[src/rtl/shift_seq_pkg.sv]
// Shared encodings for the iterative shift sequencer.
// Latency: n/a (types and constants only).
// Backpressure: n/a.
package shift_seq_pkg;

    // Shift operation encodings as carried on the op input.
    localparam logic [1:0] OP_SLL  = 2'b00;
    localparam logic [1:0] OP_SRL  = 2'b01;
    localparam logic [1:0] OP_SRA  = 2'b10;
    localparam logic [1:0] OP_ROTR = 2'b11;

    // Sequencer control states.
    typedef enum logic [1:0] {
        IDLE  = 2'b00,
        SHIFT = 2'b01,
        DONE  = 2'b10
    } state_t;

endpackage

[src/rtl/shift_step.sv]
// One iteration of the shift datapath: moves acc by 2 or by 1 position.
// Latency: combinational.
// Backpressure: none; the sequencer decides when the step is committed.
import shift_seq_pkg::*;

module shift_step #(
    parameter int WIDTH = 32
) (
    input  logic [WIDTH-1:0] acc,
    input  logic [1:0]       op_q,
    input  logic             by2,
    output logic [WIDTH-1:0] nxt
);

    // Select the fill pattern for the requested operation and step size.
    always_comb begin
        nxt = acc;
        case (op_q)
            OP_SLL:  nxt = by2 ? {acc[WIDTH-3:0], 2'b00} : {acc[WIDTH-2:0], 1'b0};
            OP_SRL:  nxt = by2 ? {2'b00, acc[WIDTH-1:2]} : {1'b0, acc[WIDTH-1:1]};
            OP_SRA:  nxt = by2 ? {{2{acc[WIDTH-1]}}, acc[WIDTH-1:2]}
                               : {acc[WIDTH-1], acc[WIDTH-1:1]};
            OP_ROTR: nxt = by2 ? {acc[1:0], acc[WIDTH-1:2]} : {acc[0], acc[WIDTH-1:1]};
            default: nxt = acc;
        endcase
    end

endmodule

[src/rtl/shift_sequencer.sv]
// Iterative shifter: 2-bit steps plus a final 1-bit step for odd amounts.
// Latency: ceil(shamt/2)+1 cycles from accept to the done pulse.
// Backpressure: accepts only when ready; busy stalls the pipeline while shifting.
import shift_seq_pkg::*;

module shift_sequencer #(
    parameter int WIDTH   = 32,
    parameter int SHAMT_W = 5
) (
    input  logic               clk,
    input  logic               rst,
    input  logic               start,
    input  logic [1:0]         op,
    input  logic [WIDTH-1:0]   operand,
    input  logic [SHAMT_W-1:0] shamt,
    input  logic               flush,
    output logic               ready,
    output logic               busy,
    output logic               done,
    output logic [WIDTH-1:0]   result
);

    state_t             state;
    logic [WIDTH-1:0]   acc;
    logic [1:0]         op_q;
    logic [SHAMT_W-1:0] cnt;
    logic [WIDTH-1:0]   step_acc;
    logic               by2;
    logic               accept;

    // Take the wide step whenever at least two positions remain.
    assign by2 = (cnt >= SHAMT_W'(2));

    // A request is only taken in IDLE, and a concurrent flush drops it.
    assign accept = start && (state == IDLE) && !flush;

    shift_step #(
        .WIDTH (WIDTH)
    ) u_step (
        .acc  (acc),
        .op_q (op_q),
        .by2  (by2),
        .nxt  (step_acc)
    );

    // Control FSM, step counter and accumulator; flush aborts without touching acc.
    always_ff @(posedge clk or posedge rst) begin
        if (rst) begin
            state <= IDLE;
            acc   <= '0;
            op_q  <= '0;
            cnt   <= '0;
        end else begin
            case (state)
                IDLE: begin
                    if (accept) begin
                        acc   <= operand;
                        op_q  <= op;
                        cnt   <= shamt;
                        state <= (shamt == '0) ? DONE : SHIFT;
                    end
                end
                SHIFT: begin
                    if (flush) begin
                        state <= IDLE;
                    end else begin
                        acc <= step_acc;
                        if (by2) begin
                            cnt   <= cnt - SHAMT_W'(2);
                            state <= (cnt == SHAMT_W'(2)) ? DONE : SHIFT;
                        end else begin
                            cnt   <= '0;
                            state <= DONE;
                        end
                    end
                end
                DONE: begin
                    state <= IDLE;
                end
                default: begin
                    state <= IDLE;
                end
            endcase
        end
    end

    // Status decodes straight from the state register; busy also covers the accept cycle.
    assign ready  = (state == IDLE);
    assign done   = (state == DONE);
    assign busy   = (state == SHIFT) || accept;
    assign result = acc;

endmodule

[config.mk]
export PLATFORM = sky130hd
export DESIGN_NAME = shift_sequencer
export DESIGN_NICKNAME = d
export VERILOG_FILES = /design/src/rtl/shift_seq_pkg.sv /design/src/rtl/shift_step.sv /design/src/rtl/shift_sequencer.sv
export SDC_FILE = /design/constraint.sdc
export NUM_CORES = 1
export LEC_CHECK = 0
export CAP_MARGIN = 0
export CORE_AREA = 2 2 82 84
export DETAILED_ROUTE_END_ITERATION = 10
export DIE_AREA = 0 0 84 86
export PLACE_DENSITY = 0.83
export SETUP_SLACK_MARGIN = 0.02
export SKIP_CTS_REPAIR_TIMING = 1
export SYNTH_ARGS = -nofsm -noshare
export SYNTH_HDL_FRONTEND = slang
export SYNTH_SLANG_ARGS = --single-unit
[constraint.sdc]
create_clock -name clk -period 2.7 [get_ports clk]
set_clock_uncertainty 0.15 [all_clocks]
set_input_delay 0.54 -clock clk [delete_from_list [all_inputs] [get_ports clk]]
set_output_delay 0.54 -clock clk [all_outputs]
set_load 0.1 [all_outputs]
After elaboration in Yosys (flattened, before gate mapping) --
Index checks and enable logic that the tools add are counted.
Storage, ports and cells: register bits after elaboration 41, input bits 43, output and inout port bits 35, logic and storage cells 45
Cells by class: add/subtract/negate cells 1, magnitude comparators 1, eq/ne operators 9, multiplexer cells 18, reduce and logical (&&, ||, !) cells 11
Operators with widths (number):
- $mux 32 | 4
- $pmux 32 s4 | 1
- $pmux 32 s2 | 1
- $mux 31 | 1
- $mux 30 | 1
- $mux 5 | 3
- $mux 2 | 5
- $pmux 5 s2 | 1
- $eq 2x2->1 const B | 3
- $eq 5x2->1 const B | 1
- $ge 5x2->1 const B | 1
- $logic_not 5->1 | 1
- $sub 5x2->5 const B | 1
- $eq 2x1->1 const B | 2
- $logic_not 2->1 | 2
- $ne 2x2->1 const B | 2
- $pmux 2 s2 | 1
- $reduce_and 4->1 | 1
- $reduce_and 3->1 | 1
- $logic_and 1x1->1 | 2
- $ne 2x1->1 const B | 1
- $reduce_and 2->1 | 1
- $reduce_bool 2->1 | 1
- $logic_not 1->1 | 1
- $logic_or 1x1->1 | 1

Depth between registers and ports, before layout --
Gate-level depths: netlist of the first run.
word-level depth 5, mapped depth 8

Cells and area by module --
Synthesis of the first run repeated with hierarchy kept, for this count alone.
Second synthesis, totals: cell total of the unflattened synthesis 300, area, all modules 2944.1 um^2
By module, submodules not included:
- shift_sequencer | instances 1, cells an instance 247, area each 2104.5 um^2, sequential area each 1026.0 um^2
- shift_step | instances 1, cells an instance 53, area each 839.6 um^2, sequential area each 0.0 um^2

Worst setup path after synthesis of the first run --
No wires, ideal clock.
kind reg2out, from reg state[0], to out done, data arrival time 1947 ps, path slack 63 ps, stages on the path, launching flop included 3, path buffers 1, path through dfrtp_1 > clkbuf_1 > nor2b_1
On the way: cells in the longest elaborated chain, start to end 1
Ends and longest elaborated chain:
- from (decl) | RTL line shift_sequencer.sv:23 | state_t state;
- from (signal assigned) | RTL line shift_sequencer.sv:60 | state <= (shamt == '0) ? DONE : SHIFT;
- from (signal assigned) | RTL line shift_sequencer.sv:70 | state <= (cnt == SHAMT_W'(2)) ? DONE : SHIFT;
- $eq 2x2->1 | RTL line shift_sequencer.sv:89 | assign done = (state == DONE);
- to (decl) | RTL line shift_sequencer.sv:19 | output logic done,
No other way between the ends.

Final worst setup path of the first run --
from reg cnt[1], to reg acc[19], in the netlist result[19]
On the way: cells in the longest elaborated chain, start to end 5, elaborated cells on any way between the ends 8, those cells by class 1 x order compare; 7 x mux
Ends and longest elaborated chain:
- from (decl) | RTL line shift_sequencer.sv:26 | logic [SHAMT_W-1:0] cnt;
- from (signal assigned) | RTL line shift_sequencer.sv:59 | cnt <= shamt;
- from (signal assigned) | RTL line shift_sequencer.sv:69 | cnt <= cnt - SHAMT_W'(2);
- $ge 5x2->1 (*) | RTL line shift_sequencer.sv:32 | assign by2 = (cnt >= SHAMT_W'(2));
- $mux 32, or another cell as far along | RTL line shift_step.sv:23 | OP_ROTR: nxt = by2 ? {acc[1:0], acc[WIDTH-1:2]} : {acc[0], acc[WIDTH-1:1]};
- $pmux 32 s4 (*) | RTL line shift_step.sv:18 | case (op_q)
- $mux 32 (*) | RTL line shift_sequencer.sv:64 | if (flush) begin
- $pmux 32 s2 (*) | RTL line shift_sequencer.sv:54 | case (state)
- to (signal assigned) | RTL line shift_sequencer.sv:57 | acc <= operand;
- to (signal assigned) | RTL line shift_sequencer.sv:67 | acc <= step_acc;
- to (decl) | RTL line shift_sequencer.sv:24 | logic [WIDTH-1:0] acc;
Mark *: on every way between the ends. The rest lies on a longest branch, timed or not. The select of a mux whose other input is x is not followed. A chain may end at the register's enable or synchronous reset.

==> flow_metrics.env, run 1 <==
export IMPL_gp_congestion=0.8980
export IMPL_cap_violations=0
export IMPL_hold_viol=0
export IMPL_wl_per_cell_um=16.94
export IMPL_ys_ff_latch=41
export IMPL_timing_final_crit_share_pct=92.16
export IMPL_avgViaCountPerCell=6.024
export IMPL_synth_edff_count=0
export IMPL_ant_nets=0
export IMPL_critPathCaptureType="flip-flop"
export IMPL_tritoncts="built"
export IMPL_max_clock_freq_mhz=401.9
export IMPL_synth_warnings=0
export IMPL_rsz0062_at_grt="false"
export IMPL_die_area_um2=7224
export IMPL_drtIter0Drc=307
export IMPL_clock_path_buffers=2
export IMPL_yosysSeqAreaShare_pct=37.41
export IMPL_design_core_area_um2=6277
export IMPL_drive_gt1_share_pct=15.02
export IMPL_worstSetupPathType="flip-flop to flip-flop"
export IMPL_required_ns=2.77
export IMPL_hold_path_class="flip-flop to flip-flop"
export IMPL_area_growth_pct=34.17
export IMPL_cts_buffers=5
export IMPL_run_status="finished, final reports clean"
export IMPL_final_cell_area_um2=3680
export IMPL_grt_first_pass_wirelength_um=13790
export IMPL_start_kind="flip-flop"
export IMPL_firstDrtPassIters=6
export IMPL_syn_area_um2=2743
export IMPL_leakagePower_uw=0.001522
export IMPL_synth_area_leaders="dfrtp_1 (37%), nand2_1 (11%), a21oi_1 (9.9%)"
export IMPL_tightestPinTransition_ns=0.7152
export IMPL_io_buffers=77
export IMPL_grt_pass1_vias=2806
export IMPL_placed_area_um2=3560
export IMPL_vdd_drop_max_uv=765.7
export IMPL_netlist_top_cells_count="nand2_1 (79), a21oi_1 (54), dfrtp_1 (41)"
export IMPL_die_w_um=84
export IMPL_diodes=0
export IMPL_clk_pin_slew_ns=0.08
export IMPL_via_count=3030
export IMPL_cp_data_arrival_time_ns=2.56
export IMPL_start_util_pct=43.69
export IMPL_hpwl_um=6181
export IMPL_drv_slew=0
export IMPL_ioPinCount=78
export IMPL_wirelength_um=8520
export IMPL_ys_types=47
export IMPL_overflow=0
export IMPL_setup_viol=0
export IMPL_cts_root_buf="clkbuf_8"
export IMPL_cellPowerDensity_nw_per_um2=1186
export IMPL_clk_latency_ns=0.30
export IMPL_relSlewSlack_pct=52.31
export IMPL_yosysTopAreaCellShare_pct=37.41
export IMPL_antenna_found_initial=0
export IMPL_synth_most_common_cell="nand2_1"
export IMPL_grt_total_usage_pct=23.62
export IMPL_yosysTopAreaCell="dfrtp_1"
export IMPL_htreeDepth=2
export IMPL_drc=0
export IMPL_min_period_ns=2.488
export IMPL_die_height_um=86
export IMPL_syn_num_nets=395
export IMPL_layout_nets=469
export IMPL_synth_avg_cell_area_um2=7.814
export IMPL_row_count=29
export IMPL_crit_fanout=14
export IMPL_synth_top_flop_cell="dfrtp_1"
export IMPL_synthCells=351
export IMPL_fin_tns_setup_ns=0
export IMPL_async_flop_share_pct=100.0
export IMPL_grt_max_degree=42
export IMPL_clock_sinks=41
[cell type report]
cell class / instances / area [um2]
well taps: 77 / 96.34
fillers: 580 / 2597
repair buffers: 91 / 825.8
flip-flops and latches: 41 / 1026
inverters: 4 / 15.01
clock inverters: 2 / 37.54
multi-input cells: 282 / 1597
clock buffers: 6 / 82.58
[registers in the layout (all words and copies together) (netlist names)]
| signal | cells |
|---|---|
| cnt | 5 |
| result | 32 |
| op_q | 2 |
| state | 2 |
[metal layers]
layer / vias to the layer above / track usage, % / routed length (um)
li1: 1433 / - / -
met4: 0 / 11.14 / 221
met5: - / 0 / 0
met2: 168 / 37.75 / 4074
met1: 1406 / 31.42 / 3549
met3: 23 / 3.946 / 675
[power breakdown]
group / internal [uW] / switching (uW) / leakage [uW]
registers: 823 / 292 / 0.000476
clock network: 301 / 232 / 0.0000574
logic: 705 / 2010 / 0.000989
[worst max-delay path, cell delays in order (launching register included)]
cell      delay, ns
dfrtp_1        0.42
inv_1          0.09
ha_1           0.26
or3b_4         0.44
nor2_4         0.28
buf_12         0.19
a211oi_1       0.08
a311o_1        0.33
a21oi_1        0.15
[cell usage in the layout, fill, tap and decap left out, types with 7 or more instances in the layout]
cell             netlist  routed
nand2_1               79      79
a21oi_1               54      54
buf_4                  1      46
clkdlybuf4s50_1        0      42
dfrtp_1               41      41
o21ai_0               20      20
nor2b_1               19      19
o32a_1                19      19
nor2_1                16      16
a31oi_1                9       9
nand3_1                7       7
[stage by stage]
step                power (uW)  util [%]  setup WS (ns)  hold WS [ns]  cells
floorplan                 3149         -        0.06251        0.3293    351
global placement          3777     56.71         0.2599        0.3770    495
detailed placement        3817     56.71         0.1469        0.3982    495
CTS                       4357     58.62         0.2168        0.4105    503
global route              4558     58.62        0.09002        0.4297    503
finish                    4364     58.62         0.2116        0.4101    503
[path summary, 6_finish.rpt]
check | from | end | slack, ns | cells past startpoint
worst max register to register | cnt[1] | result[19] | 0.21 | 8
worst min register to register | cnt[1] | cnt[1] | 0.41 | 1
worst max-delay path | cnt[1] | result[19] | 0.21 | 8
max in group asynchronous | rst | result[14] | 1.50 | 3
min in group asynchronous | rst | state[0] | 0.52 | 3
worst min-delay path | cnt[1] | cnt[1] | 0.41 | 1
[cell families (layout without fill, tap and decap cells)]
group | Yosys count | in the layout | synth area share [%]
flops | 41 | 41 | 37.41
xor+xnor | 1 | 1 | 0.3194
mux | 5 | 5 | 1.870
simple gates | 140 | 140 | 23.59
buf+inv | 28 | 103 | 4.516
compound gates | 135 | 135 | 31.84
fa+ha+maj | 1 | 1 | 0.4561
No activity file was read; power rests on OpenSTA's default activity.
==> inputs of run 2 (changes only) <==
PLACE_DENSITY = 0.86   (was 0.83)
==> flow_metrics.env, run 2 (same netlist as run 1, synthesis figures left out) <==
export IMPL_multi_input_area_um2=1597
export IMPL_start_util_pct=43.69
export IMPL_top_layer_used="met4"
export IMPL_overflow=0
export IMPL_die_w_um=84
export IMPL_final_cells=505
export IMPL_tritoncts="built"
export IMPL_max_clock_freq_mhz=392.7
export IMPL_wirelength_um=8393
export IMPL_ant_nets=0
export IMPL_final_common_cell="nand2_1"
export IMPL_reg2reg_depth=8
export IMPL_clk_latency_ns=0.29
export IMPL_min_to="state[0]"
export IMPL_drv_slew=0
export IMPL_drive_gt1_share_pct=15.19
export IMPL_rsz0062_at_grt="false"
export IMPL_required_ns=2.01
export IMPL_cts_root_buf="clkbuf_8"
export IMPL_crit_fanout=7
export IMPL_setup_viol=0
export IMPL_cap_violations=0
export IMPL_design_core_area_um2=6277
export IMPL_holdWs_ns=0.3961
export IMPL_hold_start="state[1]"
export IMPL_fin_tns_setup_ns=0
export IMPL_setup_slack_ns=0.1536
export IMPL_grt_total_usage_pct=23.03
export IMPL_layout_nets=471
export IMPL_io_buffers=77
export IMPL_cp_data_arrival_time_ns=1.86
export IMPL_grt_max_degree=42
export IMPL_drc=0
export IMPL_seq_area_um2=1026
export IMPL_die_area_um2=7224
export IMPL_met3_length_um=640
export IMPL_firstDrtPassIters=5
export IMPL_diodes=0
export IMPL_min_period_ns=2.546
export IMPL_rr_startpoint="cnt[1]"
export IMPL_row_count=29
export IMPL_dp_slack_ns=0.1269
export IMPL_clock_sinks=41
export IMPL_grt_first_pass_wirelength_um=13570
export IMPL_avgViaCountPerCell=6.115
export IMPL_area_growth_pct=33.67
export IMPL_worstSetupPathType="input pin to output pin"
export IMPL_whs_path_depth=1
export IMPL_die_height_um=86
export IMPL_dr_wl_met2_um=4123
export IMPL_start_kind="input pin"
export IMPL_timing_final_crit_share_pct=94.31
export IMPL_place_inst=497
export IMPL_hold_viol=0
export IMPL_ioPinCount=78
export IMPL_r2r_slack_ns=0.18
export IMPL_relSlewSlack_pct=49.70
export IMPL_fillCellCount=569
export IMPL_largest_reg_flops=32
export IMPL_layout_common_cells="nand2_1 (79), a21oi_1 (54), buf_4 (50), clkdlybuf4s50_1 (42), dfrtp_1 (41)"
export IMPL_cellPowerDensity_nw_per_um2=1183
export IMPL_hold_path_class="flip-flop to flip-flop"
export IMPL_gp_congestion=0.9186
export IMPL_leakagePower_uw=0.001526
export IMPL_r2r_end="result[27]"
export IMPL_drtIter0Drc=327
export IMPL_clock_path_buffers=2
export IMPL_vdd_drop_max_uv=791.3
export IMPL_wl_met1_um=3550
export IMPL_antenna_found_initial=0
export IMPL_grt_pass1_vias=2825
export IMPL_htreeDepth=2
export IMPL_via_count=3088
export IMPL_tightestPinTransition_ns=0.7543
export IMPL_clk_pin_slew_ns=0.08
export IMPL_wl_per_cell_um=16.62
export IMPL_critPathCaptureType="output pin"
export IMPL_cts_buffers=5
export IMPL_run_status="finished, final reports clean"
export IMPL_hpwl_um=6093
==> run 2: per-stage QoR <==
step | util (%) | cell area [um2] | total power [uW]
floorplan | - | 2743 | 3149
global placement | 56.55 | 3550 | 3750
detailed placement | 56.55 | 3550 | 3804
CTS | 58.40 | 3666 | 4326
global route | 58.40 | 3666 | 4532
finish | 58.40 | 3666 | 4338
==> run 2: worst max-delay path: stages <==
cell and delay [ns]:
clkdlybuf4s50_1 0.58, nor2b_1 0.21, nand2_1 0.17, nand2_1 0.16, buf_12 0.18
==> run 2: layer usage <==
layer / track usage, % / up-vias
met5: 0 / -
met4: 7.331 / 0
met3: 4.620 / 7
met2: 38.33 / 164
met1: 30.33 / 1479
li1: - / 1438
==> run 2: how the worst max path moves through the flow <==
stage | from | endpoint | slack [ns] | cells past startpoint
finish | start | busy | 0.15 | 5
global route | cnt[1] | result[27] | 0.07 | 8
CTS | start | busy | 0.15 | 5
detailed placement | start | result[10] | 0.13 | 7
global placement | start | result[10] | 0.19 | 7
floorplan | state[0] | done | 0.06 | 2
==> run 2: power by group <==
group	switching, uW	internal, uW
Sequential	290	823
Combinational	2010	693
Clock	217	302
==> run 2: final cells by class <==
| cell class | instances | area share, % |
|---|---|---|
| Multi-Input combinational cell | 282 | 43.55 |
| Sequential cell | 41 | 27.99 |
| Timing Repair Buffer | 93 | 22.25 |
| Tap cell | 77 | 2.628 |
| Clock buffer | 7 | 2.355 |
| Clock inverter | 1 | 0.8191 |
| Inverter | 4 | 0.4096 |
==> inputs of run 3 (changes only) <==
RECOVER_POWER = 25   (was default)
==> flow_metrics.env, run 3 (same netlist as run 1, synthesis figures left out) <==
export IMPL_clock_path_buffers=2
export IMPL_hpwl_um=6093
export IMPL_largest_reg_flops=32
export IMPL_dr_wl_met2_um=4037
export IMPL_clk_latency_ns=0.29
export IMPL_fin_tns_setup_ns=0
export IMPL_cts_root_buf="clkbuf_8"
export IMPL_critPathCaptureType="output pin"
export IMPL_avgViaCountPerCell=6.111
export IMPL_ant_nets=0
export IMPL_ioPinCount=78
export IMPL_fin_util_pct=58.36
export IMPL_gp_congestion=0.9186
export IMPL_start_util_pct=43.69
export IMPL_grt_first_pass_wirelength_um=13570
export IMPL_tightestPinTransition_ns=1.050
export IMPL_required_ns=2.01
export IMPL_drc=0
export IMPL_rr_startpoint="cnt[1]"
export IMPL_die_height_um=86
export IMPL_clk_pin_slew_ns=0.08
export IMPL_row_count=29
export IMPL_hold_path_class="flip-flop to flip-flop"
export IMPL_relSlewSlack_pct=30.02
export IMPL_via_count=3086
export IMPL_cp_startpoint="start"
export IMPL_die_area_um2=7224
export IMPL_io_buffers=77
export IMPL_firstDrtPassIters=7
export IMPL_wirelength_um=8377
export IMPL_setup_viol=0
export IMPL_crit_end="busy"
export IMPL_r2r_slack_ns=0.21
export IMPL_design_core_area_um2=6277
export IMPL_diodes=0
export IMPL_hold_start="state[1]"
export IMPL_min_period_ns=2.540
export IMPL_final_common_cell="nand2_1"
export IMPL_timing_final_crit_share_pct=94.07
export IMPL_grt_pass1_vias=2825
export IMPL_start_kind="input pin"
export IMPL_total_power_uw=4334
export IMPL_fillCellCount=570
export IMPL_tritoncts="built"
export IMPL_vdd_drop_max_uv=790.9
export IMPL_run_status="finished, final reports clean"
export IMPL_hold_viol=0
export IMPL_cp_data_arrival_time_ns=1.85
export IMPL_r2r_end="result[27]"
export IMPL_drive_gt1_share_pct=15.19
export IMPL_drtIter0Drc=327
export IMPL_die_w_um=84
export IMPL_reg2reg_depth=8
export IMPL_clock_sinks=41
export IMPL_worstSetupPathType="input pin to output pin"
export IMPL_area_growth_pct=33.58
export IMPL_final_cell_area_um2=3664
export IMPL_met3_length_um=711
export IMPL_cellPowerDensity_nw_per_um2=1183
export IMPL_drv_slew=0
export IMPL_grt_max_degree=42
export IMPL_layout_nets=471
export IMPL_overflow=0
export IMPL_wl_per_cell_um=16.59
export IMPL_placed_area_um2=3550
export IMPL_antenna_found_initial=0
export IMPL_cts_buffers=5
export IMPL_max_clock_freq_mhz=393.7
export IMPL_cap_violations=0
export IMPL_htreeDepth=2
export IMPL_grt_total_usage_pct=23.03
export IMPL_crit_fanout=7
export IMPL_top_layer_used="met4"
export IMPL_leakagePower_uw=0.001526
export IMPL_rsz0062_at_grt="false"
export IMPL_layout_common_cells="nand2_1 (79), a21oi_1 (54), buf_4 (49), dfrtp_1 (41), clkdlybuf4s50_1 (41)"
export IMPL_wl_met1_um=3528
run 3: cell types whose count changed in the layout (fill, tap and decap cells not counted), sizes merged:
cell           before  now
buf                51   50
clkbuf              7    8
clkdlybuf4s50      42   41
dlygate4sd3         0    1
run 3: where the power goes:
part	switching (uW)	internal [uW]
registers	288	823
clock network	216	302
logic	2010	692
run 3: layout make-up:
type | count | area, um2 | area share [%]
inverter | 4 | 15.01 | 0.4098
sequential | 41 | 1026 | 28.01
clock inverter | 1 | 30.03 | 0.8197
multi-input combinational | 282 | 1597 | 43.58
tap | 77 | 96.34 | 2.630
clock buffer | 7 | 86.33 | 2.357
timing repair buffer | 93 | 813.3 | 22.20
run 3: routing by layer:
layer  GRT usage (%)  vias to the layer above
met3           4.620                       11
met2           38.33                      177
li1                -                     1442
met1           30.33                     1456
met5               0                        -
met4           7.331                        0
run 3: worst min path at each step:
stage                          end  depth (start not counted)
after floorplan           state[0]                          1
after global placement      cnt[0]                          1
after detailed placement    cnt[0]                          1
after CTS                 state[0]                          1
after global routing        cnt[0]                          1
final                     state[0]                          1
run 3: stage by stage:
step / cells / setup slack (ns) / hold slack (ns)
3_5_place_dp: 497 / 0.1269 / 0.3797
4_1_cts: 505 / 0.1465 / 0.3953
3_3_place_gp: 497 / 0.1862 / 0.3698
5_1_grt: 505 / 0.07290 / 0.4343
2_1_floorplan: 351 / 0.06251 / 0.3293
6_report: 505 / 0.1602 / 0.3935
run 3: critical path: stages:
cell,delay [ns]
clkdlybuf4s50_1,0.58
nor2b_1,0.21
nand2_1,0.17
nand2_1,0.16
buf_12,0.18
